File: config.mk
export PLATFORM = sky130hd
export DESIGN_NAME = smc_bus_master
export DESIGN_NICKNAME = d
export VERILOG_FILES = /design/src/rtl/smc_bus_pkg.sv /design/src/rtl/smc_bus_master.sv
export SDC_FILE = /design/constraint.sdc
export NUM_CORES = 1
export LEC_CHECK = 0
export BUFFER_PORTS_ARGS = -buffer_cell sky130_fd_sc_hd__buf_2
export CAP_MARGIN = 20
export CORE_UTILIZATION = 42
export DETAILED_ROUTE_END_ITERATION = 10
export GPL_ROUTABILITY_DRIVEN = 0
export PLACE_DENSITY = 0.83
export SLEW_MARGIN = 20
export SYNTH_ARGS = -nofsm -noshare
export SYNTH_HDL_FRONTEND = slang
export SYNTH_SLANG_ARGS = --single-unit
File: constraint.sdc
create_clock -name clk_i -period 2.1 [get_ports clk_i]
set_input_delay 0.42 -clock clk_i [delete_from_list [all_inputs] [get_ports clk_i]]
set_output_delay 0.42 -clock clk_i [all_outputs]
set_load 0.03 [all_outputs]
File: src/rtl/smc_bus_pkg.sv
// Shared types and constants for the static-memory-controller bus master.
//   ADDR_W / DATA_W : bus address and data widths
//   CNT_W           : width of the phase down-counter
//   DEF_*_CYC       : default setup / strobe-pulse / hold lengths in clocks
//   smc_state_t     : transaction phase encoding
package smc_bus_pkg;

    localparam int unsigned ADDR_W = 25;
    localparam int unsigned DATA_W = 16;
    localparam int unsigned CNT_W  = 4;

    localparam int unsigned DEF_SETUP_CYC = 1;
    localparam int unsigned DEF_PULSE_CYC = 2;
    localparam int unsigned DEF_HOLD_CYC  = 1;

    typedef enum logic [1:0] {
        ST_IDLE,
        ST_SETUP,
        ST_PULSE,
        ST_HOLD
    } smc_state_t;

endpackage

File: src/rtl/smc_bus_master.sv
// Single-beat 16-bit bus master for an asynchronous static memory.
// A request accepted in IDLE runs SETUP (CS + address), PULSE (RD or WR
// strobe low) and HOLD (strobes high, CS low) phases, then returns to IDLE
// with a one-cycle rsp_valid_o. All bus pins come straight from flops;
// the data-bus IOBUF lives outside this module.
// Ports:
//   clk_i, reset_i (async, active-low)
//   req_valid_i/req_ready_o/req_write_i/req_addr_i/req_wdata_i : request
//   rsp_valid_o/rsp_rdata_o                                  : completion
//   addr_o, data_o, data_i, data_oe_o, cs_n_o, rd_n_o, wr_n_o : memory bus
module smc_bus_master
    import smc_bus_pkg::*;
#(
    parameter int unsigned SETUP_CYC = DEF_SETUP_CYC,
    parameter int unsigned PULSE_CYC = DEF_PULSE_CYC,
    parameter int unsigned HOLD_CYC  = DEF_HOLD_CYC
) (
    input  logic              clk_i,
    input  logic              reset_i,
    input  logic              req_valid_i,
    output logic              req_ready_o,
    input  logic              req_write_i,
    input  logic [ADDR_W-1:0] req_addr_i,
    input  logic [DATA_W-1:0] req_wdata_i,
    output logic              rsp_valid_o,
    output logic [DATA_W-1:0] rsp_rdata_o,
    output logic [ADDR_W-1:0] addr_o,
    output logic [DATA_W-1:0] data_o,
    input  logic [DATA_W-1:0] data_i,
    output logic              data_oe_o,
    output logic              cs_n_o,
    output logic              rd_n_o,
    output logic              wr_n_o
);

    // Counter holds remaining cycles minus one, so a phase ends at zero.
    localparam logic [CNT_W-1:0] SETUP_LOAD = CNT_W'(SETUP_CYC - 1);
    localparam logic [CNT_W-1:0] PULSE_LOAD = CNT_W'(PULSE_CYC - 1);
    localparam logic [CNT_W-1:0] HOLD_LOAD  = CNT_W'(HOLD_CYC - 1);

    smc_state_t       state_q, state_d;
    logic [CNT_W-1:0] cnt_q, cnt_d;
    logic             write_q, write_d;
    logic             accept;
    logic             last_pulse;
    logic             last_hold;

    // 16-bit transfers: the byte-select bit is deliberately dropped.
    logic unused_addr_lsb;
    assign unused_addr_lsb = req_addr_i[0];

    always_comb begin
        state_d    = state_q;
        cnt_d      = cnt_q;
        write_d    = write_q;
        accept     = 1'b0;
        last_pulse = (state_q == ST_PULSE) && (cnt_q == '0);
        last_hold  = (state_q == ST_HOLD)  && (cnt_q == '0);

        unique case (state_q)
            ST_IDLE: begin
                // req_ready_o is low for the first cycle after reset release.
                if (req_valid_i && req_ready_o) begin
                    accept  = 1'b1;
                    write_d = req_write_i;
                    state_d = ST_SETUP;
                    cnt_d   = SETUP_LOAD;
                end
            end
            ST_SETUP: begin
                if (cnt_q == '0) begin
                    state_d = ST_PULSE;
                    cnt_d   = PULSE_LOAD;
                end else begin
                    cnt_d = cnt_q - 1'b1;
                end
            end
            ST_PULSE: begin
                if (cnt_q == '0) begin
                    state_d = ST_HOLD;
                    cnt_d   = HOLD_LOAD;
                end else begin
                    cnt_d = cnt_q - 1'b1;
                end
            end
            ST_HOLD: begin
                if (cnt_q == '0) begin
                    state_d = ST_IDLE;
                end else begin
                    cnt_d = cnt_q - 1'b1;
                end
            end
            default: state_d = ST_IDLE;
        endcase
    end

    // Bus outputs are registered from the next-state values so each pin
    // changes exactly at the phase boundary with no decode glitches.
    always_ff @(posedge clk_i or negedge reset_i) begin
        if (!reset_i) begin
            state_q     <= ST_IDLE;
            cnt_q       <= '0;
            write_q     <= 1'b0;
            req_ready_o <= 1'b0;
            rsp_valid_o <= 1'b0;
            rsp_rdata_o <= '0;
            addr_o      <= '0;
            data_o      <= '0;
            data_oe_o   <= 1'b0;
            cs_n_o      <= 1'b1;
            rd_n_o      <= 1'b1;
            wr_n_o      <= 1'b1;
        end else begin
            state_q     <= state_d;
            cnt_q       <= cnt_d;
            write_q     <= write_d;
            req_ready_o <= (state_d == ST_IDLE);
            rsp_valid_o <= last_hold;
            cs_n_o      <= (state_d == ST_IDLE);
            rd_n_o      <= !((state_d == ST_PULSE) && !write_d);
            wr_n_o      <= !((state_d == ST_PULSE) && write_d);
            data_oe_o   <= (state_d != ST_IDLE) && write_d;
            if (accept) begin
                addr_o <= {req_addr_i[ADDR_W-1:1], 1'b0};
                data_o <= req_wdata_i;
            end
            if (last_pulse && !write_q) begin
                rsp_rdata_o <= data_i;
            end
        end
    end

endmodule

**Word-level counts from Yosys, hierarchy flattened**

Index checks and enable logic that the tools add are counted.

- Flip-flop bits (word level): 69
- Input bits: 61
- Output and inout bits: 63
- Logic and storage cells: 49

- $add $sub $neg: 1
- Equal/unequal tests: 6
- Multiplexer cells: 14
- Reductions and logical operators: 16

Operators with widths:

| kind | number |
|---|---|
| $mux 4 | 4 |
| $pmux 4 s4 | 1 |
| $mux 2 | 4 |
| $pmux 2 s4 | 1 |
| $logic_and 1x1->1 | 7 |
| $eq 2x2->1 const B | 3 |
| $logic_not 1->1 | 4 |
| $logic_not 2->1 | 2 |
| $logic_not 4->1 | 1 |
| $mux 1 | 4 |
| $ne 2x2->1 const B | 2 |
| $sub 4x1->4 const B | 1 |
| $eq 2x1->1 const B | 1 |
| $reduce_and 2->1 | 1 |
| $reduce_bool 2->1 | 1 |

**Logic depth before layout (Yosys ltp)**

Gate-level depths: netlist of the first run.

- Word-level depth: 6
- Depth in mapped cells: 7
- Depth with buffers taken out: 5

**Worst setup path after synthesis of the first run**

Ideal clock, no wire load.

- Path kind: register to register
- From: register cnt_q[0]
- To: register rsp_rdata_o[10]
- Library setup time: 125 ps
- Arrival time: 1,931 ps
- Data required time: 1,975 ps
- Slack: 44 ps
- Stages on the path, launching flop included: 8
- Buffers on the path: 2
- Period minus slack after synthesis: 2,056 ps
- Path through: dfrtp_1 > inv_1 > ha_1 > or3b_1 > or3_1 > buf_6 > buf_12 > mux2_4

- Longest elaborated chain between the ends: 3

Ends and longest elaborated chain:

| what | line | RTL |
|---|---|---|
| start: declaration | smc_bus_master.sv:42 | `logic [CNT_W-1:0] cnt_q, cnt_d;` |
| start signal: assignment | smc_bus_master.sv:115 | `cnt_q <= cnt_d;` |
| $logic_not 4->1 | smc_bus_master.sv:57 | `last_pulse = (state_q == ST_PULSE) && (cnt_q == '0);` |
| $logic_and 1x1->1 | smc_bus_master.sv:57 |  |
| $logic_and 1x1->1 | smc_bus_master.sv:127 | `if (last_pulse && !write_q) begin` |
| end signal: assignment | smc_bus_master.sv:128 | `rsp_rdata_o <= data_i;` |
| end: declaration | smc_bus_master.sv:26 | `output logic [DATA_W-1:0] rsp_rdata_o,` |

Every way passes these cells.
A chain may end at the register's enable or synchronous reset.

**Worst setup path after layout of the first run**

- From: register cnt_q[0]
- To: register rsp_rdata_o[2]

Same word-level chain as after synthesis.

==> impl_metrics.ini, run 1 <==
[cts]
numCtsBuffers = 9
clk_path_buf_depth = 2
clk_pin_slew_worst_paths_ps = 70
clk_latency_ps = 330
clockRootBuffer = clkbuf_8
cts.sinks = 69
hold_buffers = 0
cts_tree = built
h-tree-depth = 3

[detailed_routing]
first_pass_iters = 4
drc = 0
wl_microns = 5320
routed_via_density = 4.76
wl_per_cell_microns = 13.9
drtAntennaViolNets = 0
vias = 1822
drt-initial-drc-count = 36

[timing]
finalCritPeriodShare_pct = 95.6
fmax_ghz = 0.498
setup_viol = 0
slew_headroom_pct = 66.4
hold_viol = 0
grt_setup_unrepaired = no
worst_pin_slew_ps = 504
finalWorstSetupSlack_ps = 91.8
drv_slew = 0
tns_ps = 0
fin_crit_ps = 2010
clock_skew_ps = 10.1

[floorplan]
ios = 124
start_util_pct = 44.7
chipHeight_microns = 82.5
dieArea_sq_mm = 0.00681
die_w_microns = 82.5
num_rows = 28
core_sq_mm = 0.00610

[layout]
fillCellCount = 495
nNetsFinal = 365
stdcell_area_sq_mm = 0.00367
multiInputGateArea_sq_um = 923
area_growth_pct = 34.8
drive_gt1_share_pct = 68.5
final_common_cell = buf_2
final_cell_mix = 121 x buf_2, 66 x dfrtp_1, 47 x mux2_2
seqCellArea_sq_mm = 0.00173
insertedDiodeCount = 0

[power_and_ir_drop]
p_leak_uw = 0.00187
power_uw = 6760
clockPowerShare_pct = 17.1
power.density_mw_per_mm2 = 1840
internal_power_uw = 3970
p_sw_uw = 2780
p_comb_share_pct = 47.8
switching_share_pct = 41.2
power_frac_seq_pct = 35.1
ir_worst_vdd_mv = 0.966

[place]
port_buffers = 121
dp_slack_ps = 24.2
hpwl_microns = 3800
post_dp_cell_area_sq_mm = 0.00344

[yosys]
seq_area_frac_synth_pct = 63.6
avgSynthCellArea_sq_um = 15.7
syn_inst = 173
synthTopCellsByArea = dfrtp_1 61%, mux2_2 19%, mux2_4 5.5%
syn-num-nets = 235
synth_top_cell_by_area = dfrtp_1
synth_warnings = 0
synth_seq_cells = 69
syn_area_sq_mm = 0.00272
synth_cell_types = 33
netlist.area_leader.share_pct = 60.7

[critical_path]
endpoint_kind = flip-flop
reg2reg_slack_ps = 90
critPathKind = reg2reg
cp_cell_sequence = inv_1 -> ha_2 -> or3b_4 -> or3_4 -> buf_12 -> mux2_4
critPathSlowestCell = or3b_4
r2r-end = rsp_rdata_o[2]
startpoint_type = flip-flop
r2r_cells = 6
required_ps = 2310
cp_max_fo = 16
reg2reg_from = cnt_q[0]
cp-startpoint = cnt_q[0]
cpPeakStageDelay_ps = 390
critPathArrivalTime_ps = 2220
critPathCapture = rsp_rdata_o[2]

[global_routing]
grt_overflow = 0
grt_start_max_net_pins = 70
antenna_found_initial = 0
grt_pass1_wl_microns = 8040
grt_pass1_vias = 1766
grt.total_usage_pct = 16.3

[run]
drv_cap = 0

[outcome]
status = completed

[worst_hold_path]
min_path_type = in2async
-- state kept, by name (all words and copies together), names as in the netlist --
signal / cells
cnt_q: 4
rsp_rdata_o: 16
addr_o: 24
state_q: 2
data_o: 16
rsp_valid_o: 1
req_ready_o: 1
data_oe_o: 1
rd_n_o: 1
cs_n_o: 1
wr_n_o: 1
write_q: 1
-- stage by stage --
step / std cells / hold slack (ps) / utilization [%]
after global routing: 383 / 125 / 60.2
after global placement: 366 / 465 / 56.4
after CTS: 382 / 109 / 59.9
after detailed placement: 366 / 474 / 56.4
final: 383 / 104 / 60.2
after floorplan: 173 / 124 / -
-- cell families after synthesis --
logic type | Yosys count | share of synthesized area, %
AND/OR/NAND/NOR | 20 | 4.27
buffers and inverters | 12 | 2.94
flip-flops | 69 | 63.6
XOR/XNOR | 1 | 0.322
multiplexers | 57 | 25.0
other | 1 | 0.138
adder cells (fa/ha/maj) | 1 | 0.459
AO/OA/AOI/OAI | 12 | 3.35
-- power by group through the flow --
stage	Clock (uW)	Sequential (uW)	Combinational, uW
5_1_grt	1250	2470	3460
3_3_place_gp	0	2360	3160
2_1_floorplan	0	3550	1130
3_5_place_dp	0	2390	3220
4_1_cts	1190	2380	3230
6_report	1150	2370	3230
-- critical path, delay by kind of cell (launching register included) --
kind	cells	cell delay, ps
simple gates	2	780
buf+inv	2	230
flops	1	380
mux	1	290
fa+ha+maj	1	200
-- Yosys cell counts --
cell,count
nand2_1,3
nor2_1,4
o21ai_0,3
nor2b_1,1
a21o_1,2
buf_6,1
dfrtp_1,66
or3_1,1
nor3_1,2
a211o_2,1
nand2b_1,1
a211o_1,1
a221oi_1,1
o22ai_1,1
a211oi_1,1
mux2_4,10
mux2_2,47
nor4_1,1
nor3b_1,2
inv_1,3
buf_4,1
or3b_1,1
ha_1,1
buf_2,6
buf_12,1
nand4bb_1,1
nand3_1,1
and3_1,1
a22o_2,2
conb_1,1
xnor2_1,1
nand2b_2,1
dfstp_2,3
-- layer usage --
metal	wire [microns]	GRT usage [%]	part of all wire (%)
met1	2180	18.5	41
met4	100	7.76	1.9
met5	0	0	0
met3	331	4.73	6.2
met2	2700	28.2	51
-- cell type report --
class,count,share of cell area (%)
sequential,69,47.2
multi-input combinational,92,25.2
inverter,3,0.307
clock buffer,10,3.48
clock inverter,6,2.39
tap,75,2.56
timing repair buffer,128,19.0
-- timing repair --
| item | in CTS | in global routing |
|---|---|---|
| setup buffers | 0 | 1 |
| gates resized for setup | 0 | 3 |
| endpoints found under the setup margin | 0 | 16 |
-- worst min path at each step --
| stage | to | depth (start not counted) |
|---|---|---|
| 6_report | data_o[9] | 2 |
| 5_1_grt | data_o[15] | 2 |
| 4_1_cts | data_o[9] | 2 |
| 3_5_place_dp | data_o[9] | 2 |
| 3_3_place_gp | data_o[11] | 2 |
| 2_1_floorplan | addr_o[10] | 0 |
(Power assumes the default switching activity.)
==> run 2, diff against run 1 <==
Settings changed: BUFFER_PORTS_ARGS -buffer_cell sky130_fd_sc_hd__buf_2 to -buffer_cell sky130_fd_sc_hd__buf_4, CTS_CLUSTER_DIAMETER from default to 100.
==> impl_metrics.ini, run 2 (synthesized netlist as in run 1, its figures left out) <==
[layout]
final_cell_mix = 126 x buf_4, 66 x dfrtp_1, 47 x mux2_2
nNetsFinal = 364
insertedDiodeCount = 0
reg.largest.list = addr_o (24), data_o (16), rsp_rdata_o (16)
final_common_cell = buf_4
fillCellCount = 484
stdcell_area_sq_mm = 0.00393
seqCellArea_sq_mm = 0.00173
largest_reg_flops = 24
multiInputGateArea_sq_um = 921
fin_cells = 382
area_growth_pct = 44.5
regMostFlops = addr_o
drive_gt1_share_pct = 68.1

[timing]
grt_setup_unrepaired = no
worst_pin_slew_ps = 831
clock_skew_ps = 7.39
hold_ws_ps = 180
setup_viol = 0
fin_crit_ps = 2020
drv_slew = 0
finalCritPeriodShare_pct = 96.3
hold_viol = 0
tns_ps = 0
slew_headroom_pct = 44.6
fmax_ghz = 0.495

[power_and_ir_drop]
power.density_mw_per_mm2 = 1810
p_leak_uw = 0.00195
p_sw_uw = 2820
power_frac_seq_pct = 33.9
ir_worst_vdd_mv = 0.888
internal_power_uw = 4290
p_comb_share_pct = 50.5
switching_share_pct = 39.7
clockPowerShare_pct = 15.6
power_uw = 7110

[floorplan]
num_rows = 28
ios = 124
start_util_pct = 44.7
die_w_microns = 82.5
core_sq_mm = 0.00610
dieArea_sq_mm = 0.00681
chipHeight_microns = 82.5

[detailed_routing]
routed_via_density = 4.87
vias = 1861
wl_per_cell_microns = 14.9
drtAntennaViolNets = 0
wl_microns = 5690
drc = 0
first_pass_iters = 5
drt-initial-drc-count = 41

[critical_path]
critPathArrivalTime_ps = 2240
startpoint_type = flip-flop
critPathKind = reg2reg
cp_max_fo = 16
endpoint_kind = flip-flop
required_ps = 2320

[outcome]
status = completed

[global_routing]
antenna_found_initial = 0
grt_pass1_wl_microns = 8430
grt_overflow = 0
grt.total_usage_pct = 17.3
grt_pass1_vias = 1801
grt_start_max_net_pins = 70

[place]
post_dp_cell_area_sq_mm = 0.00371
hpwl_microns = 4130
dp.cells = 366
port_buffers = 121

[cts]
cts.sinks = 69
numCtsBuffers = 9
clk_path_buf_depth = 2
hold_buffers = 0
h-tree-depth = 3
cts_tree = built
post_cts_buffers = 0
cts_resized = 0
clockRootBuffer = clkbuf_8
clk_latency_ps = 330
clk_pin_slew_worst_paths_ps = 70

[run]
drv_cap = 0

[worst_hold_path]
min_path_type = in2async
## run 2: cell types whose count changed in the layout (fill, tap and decap cells not counted)
cell,change
clkinv_4,-2
clkbuf_8,+3
or3b_4,-1
buf_12,-2
buf_2,-121
buf_4,+122
or3b_1,+1
clkinvlp_4,+1
bufinv_16,-1
clkinv_2,-1
## run 2: routing by layer
metal | part of all wire [%] | global-route usage [%] | up-vias
li1 | - | - | 870
met1 | 38 | 20.0 | 912
met2 | 53 | 29.7 | 70
met3 | 7.0 | 4.40 | 9
met4 | 1.4 | 8.79 | 0
met5 | 0 | 0 | -
## run 2: critical path, stage by stage, from the launching register on
cell and delay [ps]:
dfrtp_1 380, inv_1 60, ha_2 200, or3b_1 400
or3_4 400, buf_12 170, mux2_4 300
## run 2: worst paths after layout
| kind | startpoint | to | slack (ps) | cells after the start |
|---|---|---|---|---|
| max reg2reg | cnt_q[0] | rsp_rdata_o[6] | 80 | 6 |
| min reg2reg | addr_o[18] | addr_o[18] | 510 | 1 |
| min | reset_i | data_o[9] | 180 | 1 |
| min in group clk_i | data_i[4] | rsp_rdata_o[4] | 320 | 2 |
| max in group asynchronous | reset_i | addr_o[17] | 1370 | 1 |
| max | cnt_q[0] | rsp_rdata_o[6] | 80 | 6 |
## run 2: per-stage QoR
stage / utilization, % / setup WS (ps)
after floorplan: - / 43.8
after global placement: 60.9 / 102
after detailed placement: 60.9 / 67.5
after CTS: 64.4 / 33.4
after global routing: 64.5 / 25.6
final: 64.5 / 78.2
## run 2: power groups by stage
stage	Combinational, uW	Clock (uW)	Sequential, uW
final	3590	1110	2410
after global routing	3810	1200	2500
after CTS	3620	1150	2410
after detailed placement	3610	0	2430
after global placement	3530	0	2390
after floorplan	1130	0	3550
## run 2: cell type report
class	instances	share of cell area, %
sequential	69	44.0
timing repair buffer	127	24.6
multi-input combinational	92	23.4
clock buffer	13	4.29
tap	75	2.39
clock inverter	3	1.08
inverter	3	0.286
==> run 3, diff against run 2 <==
==> constraint.sdc (replaced) <==
create_clock -name clk_i -period 2.1 [get_ports clk_i]
set_input_delay 0.315 -clock clk_i [delete_from_list [all_inputs] [get_ports clk_i]]
set_output_delay 0.315 -clock clk_i [all_outputs]
set_load 0.03 [all_outputs]
==> impl_metrics.ini, run 3 (synthesized netlist as in run 1, its figures left out) <==
[layout]
multiInputGateArea_sq_um = 923
largest_reg_flops = 24
area_growth_pct = 46.3
post-route-util_pct = 65.3
seqCellArea_sq_mm = 0.00173
nNetsFinal = 364
final_cell_mix = 126 x buf_4, 66 x dfrtp_1, 47 x mux2_2
fillCellCount = 476
insertedDiodeCount = 0
reg.largest.list = addr_o (24), data_o (16), rsp_rdata_o (16)
regMostFlops = addr_o
final_common_cell = buf_4
drive_gt1_share_pct = 68.7

[timing]
slew_headroom_pct = 44.8
drv_slew = 0
hold_viol = 0
clock_skew_ps = 12.0
finalCritPeriodShare_pct = 96.5
tns_ps = 0
worst_pin_slew_ps = 829
setup_viol = 0
fin_crit_ps = 2030
fmax_ghz = 0.493
hold_ws_ps = 67.1
grt_setup_unrepaired = no

[outcome]
status = completed

[global_routing]
groute.layer.met2.usage_pct = 30.9
use_met3_pct = 5.05
grtUsageMet1_pct = 17.5
grt_pass1_wl_microns = 8230
top_usage_layer = met2
grt_pass1_vias = 1843
grt.total_usage_pct = 16.9
antenna_found_initial = 0
grt_overflow = 0
grt_start_max_net_pins = 70

[place]
port_buffers = 121
hpwl_microns = 4100

[cts]
clk_path_buf_depth = 2
clockRootBuffer = clkbuf_8
cts.sinks = 69
numCtsBuffers = 9
clk_latency_ps = 340
h-tree-depth = 3
cts_tree = built
clk_pin_slew_worst_paths_ps = 80

[power_and_ir_drop]
ir_worst_vdd_mv = 0.996
power.density_mw_per_mm2 = 1840
p_leak_uw = 0.00197

[detailed_routing]
first_pass_iters = 4
drtAntennaViolNets = 0
wl_microns = 5540
vias = 1834
routed_via_density = 4.80
wl_per_cell_microns = 14.5
drc = 0
drt-initial-drc-count = 51

[critical_path]
endpoint_kind = flip-flop
required_ps = 2310
cp_max_fo = 16
critPathArrivalTime_ps = 2240
critPathKind = reg2reg
startpoint_type = flip-flop

[floorplan]
dieArea_sq_mm = 0.00681
start_util_pct = 44.7
die_w_microns = 82.5
num_rows = 28
chipHeight_microns = 82.5
core_sq_mm = 0.00610
ios = 124

[run]
drv_cap = 0

[worst_hold_path]
min_path_type = in2async
-- run 3: layout make-up --
type                       instances  share of cell area (%)
clock buffer                      11                    3.80
clock inverter                     5                    2.67
inverter                           3                   0.283
multi-input combinational         92                    23.2
sequential                        69                    43.4
tap                               75                    2.36
timing repair buffer             127                    24.3
-- run 3: metal layers --
| metal | up-vias | part of all wire [%] |
|---|---|---|
| met5 | - | 0 |
| met4 | 0 | 2.0 |
| met3 | 12 | 7.2 |
| met2 | 72 | 52 |
| met1 | 886 | 39 |
| li1 | 864 | - |
-- run 3: path summary, 6_finish.rpt --
path | cells after the start | start | slack (ps) | to
max | 6 | cnt_q[1] | 70 | rsp_rdata_o[2]
min | 1 | reset_i | 70 | data_o[9]
max reg2reg | 6 | cnt_q[1] | 70 | rsp_rdata_o[2]
min reg2reg | 1 | write_q | 500 | wr_n_o
max in group asynchronous | 1 | reset_i | 1480 | rsp_rdata_o[2]
min in group clk_i | 2 | req_addr_i[9] | 200 | addr_o[9]
-- run 3: worst max-delay path: stages, from the launching register on --
cell	delay (ps)
dfrtp_1	400
inv_1	60
ha_2	200
or3b_4	390
or3_4	390
buf_12	170
mux2_4	300
-- run 3: repair_timing --
action	in CTS	in global routing
endpoints found under the setup margin	1	16
gates resized for setup	1	2
hold buffers	0	0
setup buffers	0	1
-- run 3: metrics by stage --
stage	instance area (sq um)	cells	total power, uW	setup slack, ps
2_1_floorplan	2720	173	4680	43.8
3_3_place_gp	3710	365	5910	69.2
3_5_place_dp	3710	365	6020	5.19
4_1_cts	3970	381	7380	22.1
5_1_grt	3980	382	7730	14.6
6_report	3980	382	7330	72.7
-- run 3: where the power goes --
group	internal, uW	switching (uW)	total [uW]
Combinational	1640	1940	3580
Clock	856	491	1350
Sequential	2010	389	2400
Total	4510	2820	7330
